==> src/rtl/tile_scroller_if.sv <==
// Tile memory bus between the scroller (master) and the screen RAM (slave).
// The RAM returns read data one cycle after the address is presented.
interface tile_scroller_if;
    logic [10:0] mem_addr;
    logic [2:0]  mem_rd_data;
    logic        mem_we;
    logic [2:0]  mem_wr_data;

    modport master (
        output mem_addr,
        output mem_we,
        output mem_wr_data,
        input  mem_rd_data
    );

    modport slave (
        input  mem_addr,
        input  mem_we,
        input  mem_wr_data,
        output mem_rd_data
    );
endinterface

==> src/rtl/tile_scroller.sv <==
// Tile screen scroller: every FRAMES_PER_STEP vsync falling edges it shifts
// the 40x30 tile map down one row, keeps ship tiles in place, flags
// asteroid-on-ship collisions and fills row 0 with LFSR-driven asteroids.
module tile_scroller #(
    parameter int          COLS            = 40,
    parameter int          ROWS            = 30,
    parameter int          FRAMES_PER_STEP = 4,
    parameter logic [2:0]  BLANK_CHAR      = 3'd0,
    parameter logic [2:0]  ASTEROID_CHAR   = 3'd1,
    parameter logic [2:0]  SHIP_CHAR       = 3'd2,
    parameter logic [15:0] SEED            = 16'hACE1
) (
    input  logic                   clk,
    input  logic                   reset,
    input  logic                   vsync,
    input  logic                   enable,
    input  logic [7:0]             density,
    tile_scroller_if.master        bus,
    output logic                   busy,
    output logic                   step_done,
    output logic                   hit,
    input  logic                   hit_clear
);

    localparam int                 CNT_W    = (FRAMES_PER_STEP > 1) ? $clog2(FRAMES_PER_STEP) : 1;
    localparam logic [CNT_W-1:0]   CNT_LAST = CNT_W'(FRAMES_PER_STEP - 1);
    localparam logic [10:0]        COLS_A   = 11'(COLS);
    localparam logic [10:0]        LAST_A   = 11'(ROWS * COLS - 1);

    typedef enum logic [2:0] {
        IDLE,
        RD_SRC,
        RD_DST,
        WR,
        FILL
    } state_t;

    state_t            state_reg;
    logic [10:0]       addr_reg;
    logic [CNT_W-1:0]  frame_cnt_reg;
    logic              vsync_q_reg;
    logic [15:0]       lfsr_reg;
    logic [2:0]        src_reg;
    logic              hit_reg;
    logic              busy_reg;
    logic              step_done_reg;

    logic              vsync_fall;
    logic              step_due;
    logic              hit_set;
    logic              fill_asteroid;
    logic [15:0]       lfsr_next;

    // Frame boundary detection and per-cycle decisions shared by the FSM.
    assign vsync_fall    = vsync_q_reg & ~vsync;
    assign step_due      = vsync_fall & enable & (frame_cnt_reg == CNT_LAST);
    assign lfsr_next     = {lfsr_reg[14:0], lfsr_reg[15] ^ lfsr_reg[13] ^ lfsr_reg[12] ^ lfsr_reg[10]};
    assign fill_asteroid = (lfsr_reg[7:0] < density);
    // An asteroid falling onto a ship tile is a collision; the ship tile itself is never rewritten.
    assign hit_set       = (state_reg == WR) && (bus.mem_rd_data == SHIP_CHAR) && (src_reg == ASTEROID_CHAR);

    assign busy      = busy_reg;
    assign step_done = step_done_reg;
    assign hit       = hit_reg;

    // Sequencer: frame counting, copy loop (read src, read dst, write), then row-0 fill.
    always_ff @(posedge clk or posedge reset) begin
        if (reset) begin
            state_reg     <= IDLE;
            addr_reg      <= '0;
            frame_cnt_reg <= '0;
            vsync_q_reg   <= 1'b1;
            lfsr_reg      <= SEED;
            src_reg       <= BLANK_CHAR;
            hit_reg       <= 1'b0;
            busy_reg      <= 1'b0;
            step_done_reg <= 1'b0;
        end else begin
            vsync_q_reg   <= vsync;
            step_done_reg <= 1'b0;
            // Set has priority over clear so a collision is never lost.
            hit_reg       <= hit_set | (hit_reg & ~hit_clear);

            // The counter keeps running during a step; a start that falls due mid-step is dropped.
            if (vsync_fall && enable) begin
                if (frame_cnt_reg == CNT_LAST) begin
                    frame_cnt_reg <= '0;
                end else begin
                    frame_cnt_reg <= frame_cnt_reg + 1'b1;
                end
            end

            case (state_reg)
                IDLE: begin
                    if (step_due) begin
                        state_reg <= RD_SRC;
                        addr_reg  <= LAST_A;
                        busy_reg  <= 1'b1;
                    end
                end
                RD_SRC: begin
                    state_reg <= RD_DST;
                end
                RD_DST: begin
                    src_reg   <= bus.mem_rd_data;
                    state_reg <= WR;
                end
                WR: begin
                    if (addr_reg == COLS_A) begin
                        addr_reg  <= COLS_A - 11'd1;
                        state_reg <= FILL;
                    end else begin
                        addr_reg  <= addr_reg - 11'd1;
                        state_reg <= RD_SRC;
                    end
                end
                FILL: begin
                    lfsr_reg <= lfsr_next;
                    if (addr_reg == 11'd0) begin
                        state_reg     <= IDLE;
                        busy_reg      <= 1'b0;
                        step_done_reg <= 1'b1;
                    end else begin
                        addr_reg <= addr_reg - 11'd1;
                    end
                end
                default: begin
                    state_reg <= IDLE;
                    busy_reg  <= 1'b0;
                end
            endcase
        end
    end

    // Memory port decode; the write decision in WR depends on the dst tile arriving this cycle.
    always_comb begin
        bus.mem_addr    = '0;
        bus.mem_we      = 1'b0;
        bus.mem_wr_data = BLANK_CHAR;
        case (state_reg)
            RD_SRC: begin
                bus.mem_addr = (addr_reg >= COLS_A) ? (addr_reg - COLS_A) : 11'd0;
            end
            RD_DST: begin
                bus.mem_addr = addr_reg;
            end
            WR: begin
                bus.mem_addr = addr_reg;
                if (bus.mem_rd_data == SHIP_CHAR) begin
                    bus.mem_we = 1'b0;
                end else if (src_reg == SHIP_CHAR) begin
                    bus.mem_we      = 1'b1;
                    bus.mem_wr_data = BLANK_CHAR;
                end else begin
                    bus.mem_we      = 1'b1;
                    bus.mem_wr_data = src_reg;
                end
            end
            FILL: begin
                bus.mem_addr    = addr_reg;
                bus.mem_we      = 1'b1;
                bus.mem_wr_data = fill_asteroid ? ASTEROID_CHAR : BLANK_CHAR;
            end
            default: begin
            end
        endcase
    end

endmodule

==> src/flat_wrapper.sv <==
// flat-port wrapper written by rule: the top's interface ports become plain ports
module tile_scroller_flat 
#(
    parameter int          COLS            = 40,
    parameter int          ROWS            = 30,
    parameter int          FRAMES_PER_STEP = 4,
    parameter logic [2:0]  BLANK_CHAR      = 3'd0,
    parameter logic [2:0]  ASTEROID_CHAR   = 3'd1,
    parameter logic [2:0]  SHIP_CHAR       = 3'd2,
    parameter logic [15:0] SEED            = 16'hACE1
)
  (clk, reset, vsync, enable, density, busy, step_done, hit, hit_clear, bus_mem_addr, bus_mem_we, bus_mem_wr_data, bus_mem_rd_data);
  tile_scroller_if bus_i ();
  input  logic clk;
  input  logic reset;
  input  logic vsync;
  input  logic enable;
  input  logic [7:0] density;
  output logic busy;
  output logic step_done;
  output logic hit;
  input  logic hit_clear;
  output wire logic [$bits(bus_i.mem_addr)-1:0] bus_mem_addr;
  output wire logic [$bits(bus_i.mem_we)-1:0] bus_mem_we;
  output wire logic [$bits(bus_i.mem_wr_data)-1:0] bus_mem_wr_data;
  input wire logic [$bits(bus_i.mem_rd_data)-1:0] bus_mem_rd_data;
  assign bus_mem_addr = bus_i.mem_addr;
  assign bus_mem_we = bus_i.mem_we;
  assign bus_mem_wr_data = bus_i.mem_wr_data;
  assign bus_i.mem_rd_data = bus_mem_rd_data;
  tile_scroller #(.COLS(COLS), .ROWS(ROWS), .FRAMES_PER_STEP(FRAMES_PER_STEP), .BLANK_CHAR(BLANK_CHAR), .ASTEROID_CHAR(ASTEROID_CHAR), .SHIP_CHAR(SHIP_CHAR), .SEED(SEED)) u_core (.clk(clk), .reset(reset), .vsync(vsync), .enable(enable), .density(density), .bus(bus_i), .busy(busy), .step_done(step_done), .hit(hit), .hit_clear(hit_clear));
endmodule
==> config.mk <==
export PLATFORM = sky130hd
export DESIGN_NAME = tile_scroller_flat
export DESIGN_NICKNAME = d
export VERILOG_FILES = /design/src/rtl/tile_scroller_if.sv /design/src/rtl/tile_scroller.sv /design/src/flat_wrapper.sv
export SDC_FILE = /design/constraint.sdc
export NUM_CORES = 1
export LEC_CHECK = 0
export ABC_CLOCK_PERIOD_IN_PS = 5600
export BUFFER_PORTS_ARGS = -buffer_cell sky130_fd_sc_hd__buf_2
export CORE_UTILIZATION = 61
export DETAILED_ROUTE_END_ITERATION = 6
export PLACE_DENSITY_LB_ADDON = 0.1
export SYNTH_ARGS = -nofsm -noshare
export SYNTH_HDL_FRONTEND = slang
export SYNTH_SLANG_ARGS = --single-unit
==> constraint.sdc <==
create_clock -name clk -period 5.6 [get_ports clk]
set_input_delay 0.28 -clock clk [delete_from_list [all_inputs] [get_ports clk]]
set_output_delay 0.28 -clock clk [all_outputs]
set_load 0.03 [all_outputs]
==> results.toml <==
[synth]
synth.ff_latch_count = 39
syn_area_mm2 = 0.00239
synth_fp_nets = 295
yosys_warnings = 0
synth-async-reset-ratio_pct = 100
synthDistinctLibCells = 60
synth_ff_type = "dfrtp_1"
syn_inst = 268
synth_edf_count = 0
yosysSeqAreaShare_pct = 41.4
syn_area_per_cell_um2 = 8.90

[min_path]
hold_path.class = "primary input to asynchronous set/reset pin"

[layout]
syn_to_final_growth_pct = 10.6
final_util_pct = 71.0
mostFrequentLayoutCells = "nand2_1 (63), buf_2 (33), dfrtp_1 (30)"
drive_above_1_share_pct = 23.2
multi_input_comb_area_mm2 = 0.00125
nNetsFinal = 324
largest_reg_flops = 16
post-route-cell-area_mm2 = 0.00264
final_common_cell = "nand2_1"
fillers = 294
seqCellArea_um2 = 987
antennaDiodeCount = 0
final_cells = 346

[power_and_ir_drop]
p_seq_share_pct = 56.1
peakVddDrop_v = 0.000160
netSwitchingPower_uw = 109
switching_share_pct = 20.7
power.internal_uw = 417
totalPowerFinal_uw = 526
p_leak_uw = 0.00124
power.share.clock_pct = 38.4
p_per_area_mw_per_mm2 = 199
pwr-share-comb_pct = 5.5

[sta]
worst_pin_slew_ns = 0.766
finalHoldViolCount = 0
setup_viol = 0
fin_worst_skew_ns = 0.00157
min_period_over_period_pct = 50.5
rsz0062_at_grt = "false"
min_period_ns = 2.83
tns_ns = 0
fmax_ghz = 0.354
relSlewSlack_pct = 48.9
drv_slew = 0

[floorplan]
die_h_um = 64.5
coreArea_mm2 = 0.00372
ios = 34
fp.dieW_um = 64.5
dieArea_mm2 = 0.00417
rows = 22
initial_core_util_pct = 64.2

[critical_path]
r2r_cells = 5
cp_cell_sequence = "inv_1 -> ha_1 -> nor4b_4 -> nand2_2 -> a41oi_2 -> nand3_1 -> mux2i_1 -> buf_2"
worst-path-max-fanout = 13
worstPathArrival_ns = 2.55
worstSetupStartpointType = "register"
cp.required_ns = 5.32
crit_path_top_delay_cell = "a41oi_2"
critPathLaunch = "u_core.addr_reg[0]$_DFFE_PP0P_"
worstReg2RegStart = "u_core.state_reg[1]$_DFFE_PP0P_"
end_kind = "output port"
crit_type = "register to output port"
max_stage_delay_ns = 0.55

[place]
place_area_mm2 = 0.00254
gp_congestion = 0.937
place_inst = 338
portBuffers = 33
dp_hpwl_um = 3330

[route]
vias_per_cell = 5.56
num_vias = 1925
drc = 0
drtPass1Iterations = 4
wl_um = 4600
ant_nets = 0
wire_per_inst_um = 13.3
drt-initial-drc-count = 108

[grt]
first_global_vias = 1762
gr-usage-all-layers_pct = 24.6
grt_max_degree = 40
antenna_found_initial = 0
grt_remaining_overflow = 0
grt_pass1_wl_um = 7850

[clock_tree]
clock_latency_ns = 0.28
cts_buffers = 5
clk_path_buf_depth = 2
cts_hold_buf = 0
clockRootBuffer = "clkbuf_8"
htree_levels = 2
ctsResizeCount = 0
cts_setup_buffers = 0
clk_pin_slew_ns = 0.07
numClockSinks = 39
cts_tree = "yes"

[status]
status = "complete, no violations"

[job]
max_cap_viol_count = 0
cells by family after synthesis:
group,count (synthesis),share of synthesized area [%]
AOI/OAI and AO/OA,49,14.7
xor gates and xnor gates,8,2.94
adders and majority gates,11,5.77
buffers and inverters,31,6.34
DFF,39,41.4
muxes,7,3.25
and+or+nand+nor,123,25.6
cell type report:
cell class              count  area share, %
well taps                  48           2.28
repair buffers             34           6.54
clock buffers               8           3.79
flip-flops and latches     39           37.4
inverters                  19           2.70
multi-input cells         198           47.3
per-layer routing:
metal | share of wire [%] | track usage (%) | vias to the layer above | routed length, um
met4 | 1.4 | 10.0 | 0 | 63
met5 | 0 | 0 | - | 0
met3 | 3.4 | 4.58 | 7 | 157
met1 | 49 | 32.2 | 904 | 2240
met2 | 47 | 39.9 | 40 | 2140
li1 | - | - | 974 | -
critical path, delay by kind of cell (launching register included):
family          cells  cell delay [ns]
simple gates        3             0.64
flops               1             0.40
compound gates      1             0.55
fa+ha+maj           1             0.23
mux                 1             0.14
buf+inv             2             0.29
cells in the mapped netlist, types with 3 or more instances:
cell type / number / area [um^2]
nand2_1: 63 / 236
dfrtp_1: 30 / 751
nor2_1: 20 / 75.1
inv_1: 18 / 67.6
ha_1: 11 / 138
a21oi_1: 10 / 50.1
dfstp_2: 9 / 236
o21ai_0: 9 / 45.0
nand3_1: 7 / 35.0
mux2_2: 6 / 67.6
o21ai_1: 6 / 30.0
xnor2_1: 6 / 52.6
clkbuf_1: 5 / 18.8
nor3_1: 5 / 25.0
a22o_1: 3 / 26.3
buf_4: 3 / 22.5
buf_6: 3 / 33.8
nand2b_1: 3 / 18.8
final timing paths:
| kind | endpoint | slack (ns) |
|---|---|---|
| setup / recovery | bus_mem_addr[10] | 2.77 |
| hold / removal | u_core.lfsr_reg[8]$_DFFE_PP0N_ | 0.10 |
| setup reg to reg | u_core.addr_reg[5]$_DFFE_PP0P_ | 3.27 |
| hold reg to reg | u_core.lfsr_reg[11]$_DFFE_PP1N_ | 0.47 |
| max in group asynchronous | u_core.lfsr_reg[15]$_DFFE_PP1N_ | 5.14 |
| min in group clk | u_core.vsync_q_reg$_DFF_PP1_ | 0.11 |
power by group through the flow:
stage	combinational [uW]	clock, uW	sequential (uW)
floorplan	19.6	0	299
global placement	28.6	0	300
detailed placement	29.4	0	300
CTS	29.6	209	295
global route	34.9	221	296
finish	28.7	202	295
through the flow:
stage	setup slack (ns)	hold slack [ns]
6_report	2.77	0.102
5_1_grt	2.52	0.0908
4_1_cts	2.78	0.0966
3_5_place_dp	3.11	0.400
3_3_place_gp	3.13	0.399
2_1_floorplan	3.24	0.284
Note: power is estimated with default switching activity, not from simulation.
